**src/rtl/dmem_arbiter_rmw.sv**
```systemverilog
// Two-port arbiter/sequencer for a single-port data memory; sub-word stores become read-modify-write.
// Latency: misaligned ack in cycle 1, load/word store in cycle 2, sub-word store in cycle 3.
// Backpressure: a losing request waits with no ack; grants alternate when both ports keep requesting.
module dmem_arbiter_rmw #(
  parameter int DATA_WIDTH = 32,
  parameter int MEM_AW     = 8
) (
  input  logic                  clk,
  input  logic                  rst_n,
  input  logic                  req0,
  input  logic                  we0,
  input  logic [1:0]            size0,
  input  logic [MEM_AW+1:0]     addr0,
  input  logic [DATA_WIDTH-1:0] wdata0,
  input  logic                  req1,
  input  logic                  we1,
  input  logic [1:0]            size1,
  input  logic [MEM_AW+1:0]     addr1,
  input  logic [DATA_WIDTH-1:0] wdata1,
  output logic                  ack0,
  output logic                  ack1,
  output logic [DATA_WIDTH-1:0] rdata,
  output logic                  err,
  output logic                  busy,
  output logic                  mem_we,
  output logic [MEM_AW-1:0]     mem_a,
  output logic [DATA_WIDTH-1:0] mem_wd,
  input  logic [DATA_WIDTH-1:0] mem_rd
);

  typedef enum logic [1:0] {IDLE, ACCESS, MERGE_WR, DONE} state_t;

  state_t                state_q, state_d;
  logic                  last_grant_q, last_grant_d;
  logic                  port_q, port_d;
  logic                  we_q, we_d;
  logic [1:0]            size_q, size_d;
  logic [MEM_AW+1:0]     addr_q, addr_d;
  logic [DATA_WIDTH-1:0] wdata_q, wdata_d;
  logic [DATA_WIDTH-1:0] merged_q, merged_d;
  logic [DATA_WIDTH-1:0] rdata_q, rdata_d;
  logic                  err_q, err_d;
  logic                  ack0_q, ack0_d;
  logic                  ack1_q, ack1_d;

  logic                  sel1;
  logic                  g_we;
  logic [1:0]            g_size;
  logic [MEM_AW+1:0]     g_addr;
  logic [DATA_WIDTH-1:0] g_wdata;
  logic                  g_mis;
  logic [4:0]            sh;
  logic [DATA_WIDTH-1:0] shifted;
  logic [DATA_WIDTH-1:0] lane_mask;
  logic [DATA_WIDTH-1:0] load_data;
  logic [DATA_WIDTH-1:0] merged_val;

  // Grant selection and datapath helpers: port 1 wins only if alone or if port 0 had the last grant.
  always_comb begin
    sel1      = req1 & (~req0 | ~last_grant_q);
    g_we      = sel1 ? we1 : we0;
    g_size    = sel1 ? size1 : size0;
    g_addr    = sel1 ? addr1 : addr0;
    g_wdata   = sel1 ? wdata1 : wdata0;
    g_mis     = (g_size == 2'b11) |
                ((g_size == 2'b01) & g_addr[0]) |
                ((g_size == 2'b10) & (g_addr[1:0] != 2'b00));
    sh        = {addr_q[1:0], 3'b000};
    shifted   = mem_rd >> sh;
    lane_mask = (size_q == 2'b00) ? 32'h0000_00FF : 32'h0000_FFFF;
    case (size_q)
      2'b00:   load_data = shifted & 32'h0000_00FF;
      2'b01:   load_data = shifted & 32'h0000_FFFF;
      default: load_data = shifted;
    endcase
    merged_val = (mem_rd & ~(lane_mask << sh)) | ((wdata_q & lane_mask) << sh);
  end

  // Next-state and next-register computation for the sequencer.
  always_comb begin
    state_d      = state_q;
    last_grant_d = last_grant_q;
    port_d       = port_q;
    we_d         = we_q;
    size_d       = size_q;
    addr_d       = addr_q;
    wdata_d      = wdata_q;
    merged_d     = merged_q;
    rdata_d      = rdata_q;
    err_d        = err_q;
    case (state_q)
      IDLE: begin
        if (req0 | req1) begin
          port_d       = sel1;
          last_grant_d = sel1;
          we_d         = g_we;
          size_d       = g_size;
          addr_d       = g_addr;
          wdata_d      = g_wdata;
          rdata_d      = '0;
          err_d        = g_mis;
          state_d      = g_mis ? DONE : ACCESS;
        end
      end
      ACCESS: begin
        if (!we_q) begin
          rdata_d = load_data;
          state_d = DONE;
        end else if (size_q == 2'b10) begin
          state_d = DONE;
        end else begin
          merged_d = merged_val;
          state_d  = MERGE_WR;
        end
      end
      MERGE_WR: state_d = DONE;
      default: begin
        rdata_d = '0;
        err_d   = 1'b0;
        state_d = IDLE;
      end
    endcase
    ack0_d = (state_d == DONE) & ~port_d;
    ack1_d = (state_d == DONE) & port_d;
  end

  // State and latched request fields; async reset aborts any access in flight.
  always_ff @(posedge clk or negedge rst_n) begin
    if (!rst_n) begin
      state_q      <= IDLE;
      last_grant_q <= 1'b1;
      port_q       <= 1'b0;
      we_q         <= 1'b0;
      size_q       <= 2'b00;
      addr_q       <= '0;
      wdata_q      <= '0;
      merged_q     <= '0;
      rdata_q      <= '0;
      err_q        <= 1'b0;
      ack0_q       <= 1'b0;
      ack1_q       <= 1'b0;
    end else begin
      state_q      <= state_d;
      last_grant_q <= last_grant_d;
      port_q       <= port_d;
      we_q         <= we_d;
      size_q       <= size_d;
      addr_q       <= addr_d;
      wdata_q      <= wdata_d;
      merged_q     <= merged_d;
      rdata_q      <= rdata_d;
      err_q        <= err_d;
      ack0_q       <= ack0_d;
      ack1_q       <= ack1_d;
    end
  end

  // Memory strobes decode straight from state so reset drops the write enable immediately.
  always_comb begin
    mem_we = (state_q == MERGE_WR) |
             ((state_q == ACCESS) & we_q & (size_q == 2'b10));
    mem_wd = (state_q == MERGE_WR) ? merged_q : wdata_q;
    mem_a  = addr_q[MEM_AW+1:2];
    busy   = (state_q != IDLE);
    ack0   = ack0_q;
    ack1   = ack1_q;
    rdata  = rdata_q;
    err    = err_q;
  end

endmodule

```
**config.mk**
```make
export PLATFORM = sky130hd
export DESIGN_NAME = dmem_arbiter_rmw
export DESIGN_NICKNAME = d
export VERILOG_FILES = /design/src/rtl/dmem_arbiter_rmw.sv
export SDC_FILE = /design/constraint.sdc
export NUM_CORES = 1
export LEC_CHECK = 0
export BUFFER_PORTS_ARGS = -buffer_cell sky130_fd_sc_hd__buf_2
export CAP_MARGIN = 0
export CORE_AREA = 2 2 110 112
export CTS_BUF_LIST = sky130_fd_sc_hd__clkbuf_16
export CTS_CLUSTER_DIAMETER = 30
export DETAILED_ROUTE_END_ITERATION = 6
export DIE_AREA = 0 0 112 114
export PLACE_DENSITY_LB_ADDON = 0.1
export SLEW_MARGIN = 20
export SYNTH_ARGS = -nofsm -noshare
export SYNTH_HDL_FRONTEND = slang
export SYNTH_SLANG_ARGS = --single-unit
```
**constraint.sdc**
```tcl
create_clock -name clk -period 5.5 [get_ports clk]
set_input_delay 0 -clock clk [delete_from_list [all_inputs] [get_ports clk]]
set_output_delay 0 -clock clk [all_outputs]
set_load 0.02 [all_outputs]
```
Word-level counts from Yosys, hierarchy flattened:

Index checks and enable logic that the tools add are counted.

* equality and inequality tests: 10
* shift operators: 3
* multiplexer cells: 19
* bitwise gates (word level): 22
* reduce and logical (&&, ||, !) cells: 9

Operators with widths (count)
* $mux 32: 4
* $pmux 32 s3: 1
* $pmux 32 s2: 1
* $and 32x16->32: 1
* $and 32x32->32: 1
* $not 32->32: 1
* $or 32x32->32: 1
* $shl 16x5->32: 1
* $shl 32x5->32: 1
* $shr 32x5->32: 1
* $mux 16: 1
* $eq 2x2->1 const B: 5
* $mux 10: 1
* $and 1x1->1: 7
* $eq 2x1->1 const B: 3
* $mux 1: 6
* $mux 2: 3
* $not 1->1: 6
* $pmux 2 s3: 1
* $reduce_and 3->1: 2
* $or 1x1->1: 5
* $logic_not 2->1: 2
* $ne 2x2->1 const B: 2
* $reduce_and 2->1: 2
* other kinds (3): 4

* register bits after elaboration: 116
* output and inout port bits: 77

Logic depth before layout (Yosys ltp):

* depth in word-level cells: 13
* mapped depth: 8
* depth with buffers taken out: 6

Worst setup path before layout:

OpenSTA, ideal clock, no wires.

* path type: register to register
* start point: register state_q[0]
* end point: register rdata_q[16] (netlist: rdata[16])
* library setup time: 0.130 ns
* arrival: 1.637 ns
* setup slack: 3.733 ns
* cell stages (with the launch flop): 9
* path buffers: 3
* path through: dfrtp_1 -> inv_1 -> ha_1 -> buf_2 -> a221o_2 -> buf_2 -> buf_2 -> nand2_1 -> o31ai_1

* word-level cells in the longest chain between the ends: 3

RTL lines
* start, declared: RTL line 33 `state_t state_q, state_d;`
* start signal, assigned: RTL line 143 `state_q <= state_d;`
* $eq 2x1->1 (tied with other cells): RTL line 91 `case (state_q)`
* $ne 2x2->1 (no line) or $not 1->1 (tied branches)
* $reduce_and 3->1 (no line)
* end signal, assigned: RTL line 151 `rdata_q <= rdata_d;`
* end, declared: RTL line 41 `logic [DATA_WIDTH-1:0] rdata_q, rdata_d;`

Several ways; a longest one is shown, not always the timed one.
A chain may end at the register's enable or synchronous reset.

Final worst setup path:

* start point: register addr_q[0]
* end point: register merged_q[23]

* word-level cells in the longest chain between the ends: 4

RTL lines
* start, declared: RTL line 38 `logic [MEM_AW+1:0] addr_q, addr_d;`
* start signal, assigned: RTL line 148 `addr_q <= addr_d;`
* $shl 16x5->32: RTL line 76 `merged_val = (mem_rd & ~(lane_mask << sh)) | ((wdata_q & lane_mask) << sh);`
* $not 32->32: RTL line 76
* $and 32x32->32: RTL line 76
* $or 32x32->32 (*): RTL line 76
* end signal, assigned: RTL line 150 `merged_q <= merged_d;`
* end, declared: RTL line 40 `logic [DATA_WIDTH-1:0] merged_q, merged_d;`

Every way passes the cells marked *; elsewhere a longest branch is shown, timed or not.

==> results.toml <==
[status]
status = "finished clean"

[clock_tree]
clock_tree.root_cell = "clkbuf_16"
cts_tree = "yes"
cts_max_path_buffers = 2
numClockSinks = 116
htreeDepth = 4
post_cts_buffers = 0
clk_pin_slew_ns = 0.06
clk_latency_ns = 0.41
cts_resized = 0
cts_buffers = 17
cts_hold_buf = 116

[placed_design]
hpwl_mm = 12.32
io_buffers = 202
gp_congestion = 0.8405

[floorplan]
rows = 40
die_h_microns = 114
die_w_microns = 112
die_area_sq_mm = 0.01277
io-pin-count = 203
start_util = 0.5364
coreArea_sq_mm = 0.01171

[global_route]
grt_pass1_vias = 5907
grt_max_degree = 93
antenna_found_initial = 0
grt_usage = 0.3032
grt_overflow = 0
grt_pass1_wl_mm = 30.15

[worst_setup_path]
crit_type = "register to register"
r2r-start = "addr_q[0]"
required_ns = 5.78
startpoint_type = "register"
worstSetupEndpoint = "merged_q[23]"
critPathLaunch = "addr_q[0]"
end_kind = "register"
ff2ff_path_depth = 4
timing.reg2reg.setup_slack_ns = 3.00
crit_fanout = 46
timing.rr.end = "merged_q[23]"
cp.arrival_ns = 2.78

[drt]
firstDrtPassIters = 5
vias_per_cell = 5.532
routedWlPerCell_microns = 17.79
dr.first_iter.drc_count = 424
drt_wl_total_mm = 19.10
drc = 0
ant_nets = 0
vias = 5941

[sta]
tns_ns = 0
min_period_over_period = 0.4554
finalCriticalPeriod_ns = 2.505
slew_violations = 0
hold_viol = 0
rsz0062_at_grt = "false"
maxSlewHeadroom = 0.3674
worst_pin_slew_ns = 0.9489
max_freq_mhz = 399.3
worst_clock_skew_ns = 0.006519
setup_violations = 0

[synthesis]
synthCells = 628
synth.area.top_cells = "dfrtp_1, mux2i_1, o21ai_0"
syn_area_sq_mm = 0.006282
synth_edf_count = 0
synth_area_per_cell_sq_um = 10.00
yosysSeqAreaShare = 0.4623
synthesis.nets = 758
async_flop_share = 1.000
synth_top_area_cell = "dfrtp_1"
synth_warnings = 0
synthFlopType = "dfrtp_1"
synth-seq-cells = 116
synth_cell_type_count = 45
yosys.area.top_type_share = 0.4581

[pwr]
power_density_mw_per_mm2 = 583.0
power_leakage_uw = 0.004473
ir_worst_vdd_uv = 342.0

[final_layout]
n_antenna_cell = 0
final_util = 0.7710
finalNetCount = 1044
final_cell_mix = "buf_2, nand2_1, dlygate4sd3_1, dfrtp_1, o21ai_0"
nFillCells = 816
final_common_cell = "buf_2"
area_delta_synth_final_pct = 43.74
layout-drive-gt1-share = 0.3150

[run]
cap_violations = 0

[hold_path]
min_path_type = "primary input to register"
-- synth_stat cells (2+ instances only) --
cell type	n
a211o_1	8
a211oi_1	3
a21oi_1	10
a22o_1	8
a31o_2	2
a32o_1	16
buf_2	19
buf_4	14
buf_6	2
clkbuf_1	20
dfrtp_1	115
ha_1	4
inv_1	7
mux2_2	40
mux2i_1	76
nand2_1	118
nand3_1	2
nand3b_1	2
nor2_1	6
nor2b_1	12
nor3_1	2
o21ai_0	100
o21ai_1	4
o31a_1	2
o31ai_1	16
-- metrics by stage --
stage / std cells / hold slack (ns) / worst slack, ns / total power [uW] / cell area, sq um
finish: 1074 / 0.01078 / 2.995 / 5265 / 9030
global placement: 926 / 0.02222 / 2.735 / 3880 / 7227
floorplan: 628 / -0.2956 / 3.733 / 3271 / 6282
CTS: 1074 / 0.001897 / 3.033 / 5257 / 9030
global route: 1074 / 0.04780 / 2.868 / 5587 / 9030
detailed placement: 926 / 0.02426 / 3.014 / 3935 / 7229
-- layer usage --
metal / vias to the layer above / global-route usage / wire length [microns]
met4: 0 / 0.1211 / 531
met2: 245 / 0.4901 / 9064
met5: - / 0 / 0
li1: 2825 / - / -
met1: 2819 / 0.4051 / 8306
met3: 52 / 0.06164 / 1199
-- state kept, by name, indices dropped and copies added, names as in the netlist, 2 cells and up --
name      cells
state_q       2
size_q        2
merged_q     32
wdata_q      32
addr_q       10
rdata        32
-- area by class of cell --
class | instances | area, sq um | share of cell area
Clock buffer | 17 | 425.4 | 0.04711
Clock inverter | 15 | 214.0 | 0.02369
Inverter | 7 | 26.28 | 0.002910
Multi-Input combinational cell | 448 | 3055 | 0.3384
Sequential cell | 116 | 2905 | 0.3217
Tap cell | 147 | 183.9 | 0.02037
Timing Repair Buffer | 324 | 2220 | 0.2458
-- worst max-delay path, cell delays in order, from the launching register on --
cell and delay (ns):
dfrtp_2 0.99, nor2b_2 0.77, a21oi_2 0.25, a211oi_1 0.28, a21oi_1 0.07
-- cells by family (layout without fill, tap and decap cells) --
kind of cell | Yosys count | count (layout) | share of synthesized area
AOI/OAI and AO/OA | 178 | 178 | 0.1806
and+or+nand+nor | 150 | 150 | 0.1034
muxes | 116 | 116 | 0.1928
DFF | 116 | 116 | 0.4623
buffers and inverters | 64 | 363 | 0.05298
adders and majority gates | 4 | 4 | 0.007967
-- how the worst min path moves through the flow --
stage | startpoint | to | slack (ns) | depth (start not counted)
after detailed placement | rst_n | rdata[10] | 0.02 | 1
final | mem_rd[15] | rdata[7] | 0.01 | 4
after floorplan | rst_n | ack0 | -0.30 | 0
after global placement | rst_n | rdata[10] | 0.02 | 1
after CTS | mem_rd[15] | rdata[7] | 0.002 | 4
after global routing | mem_rd[9] | rdata[1] | 0.05 | 4
-- power breakdown --
part           internal (uW)  switching (uW)  leakage (uW)
clock network            798             399      0.000301
registers               1240             348       0.00147
logic                   1010            1470       0.00270
total                   3040            2220       0.00447
No activity file was read; power rests on OpenSTA's default activity.
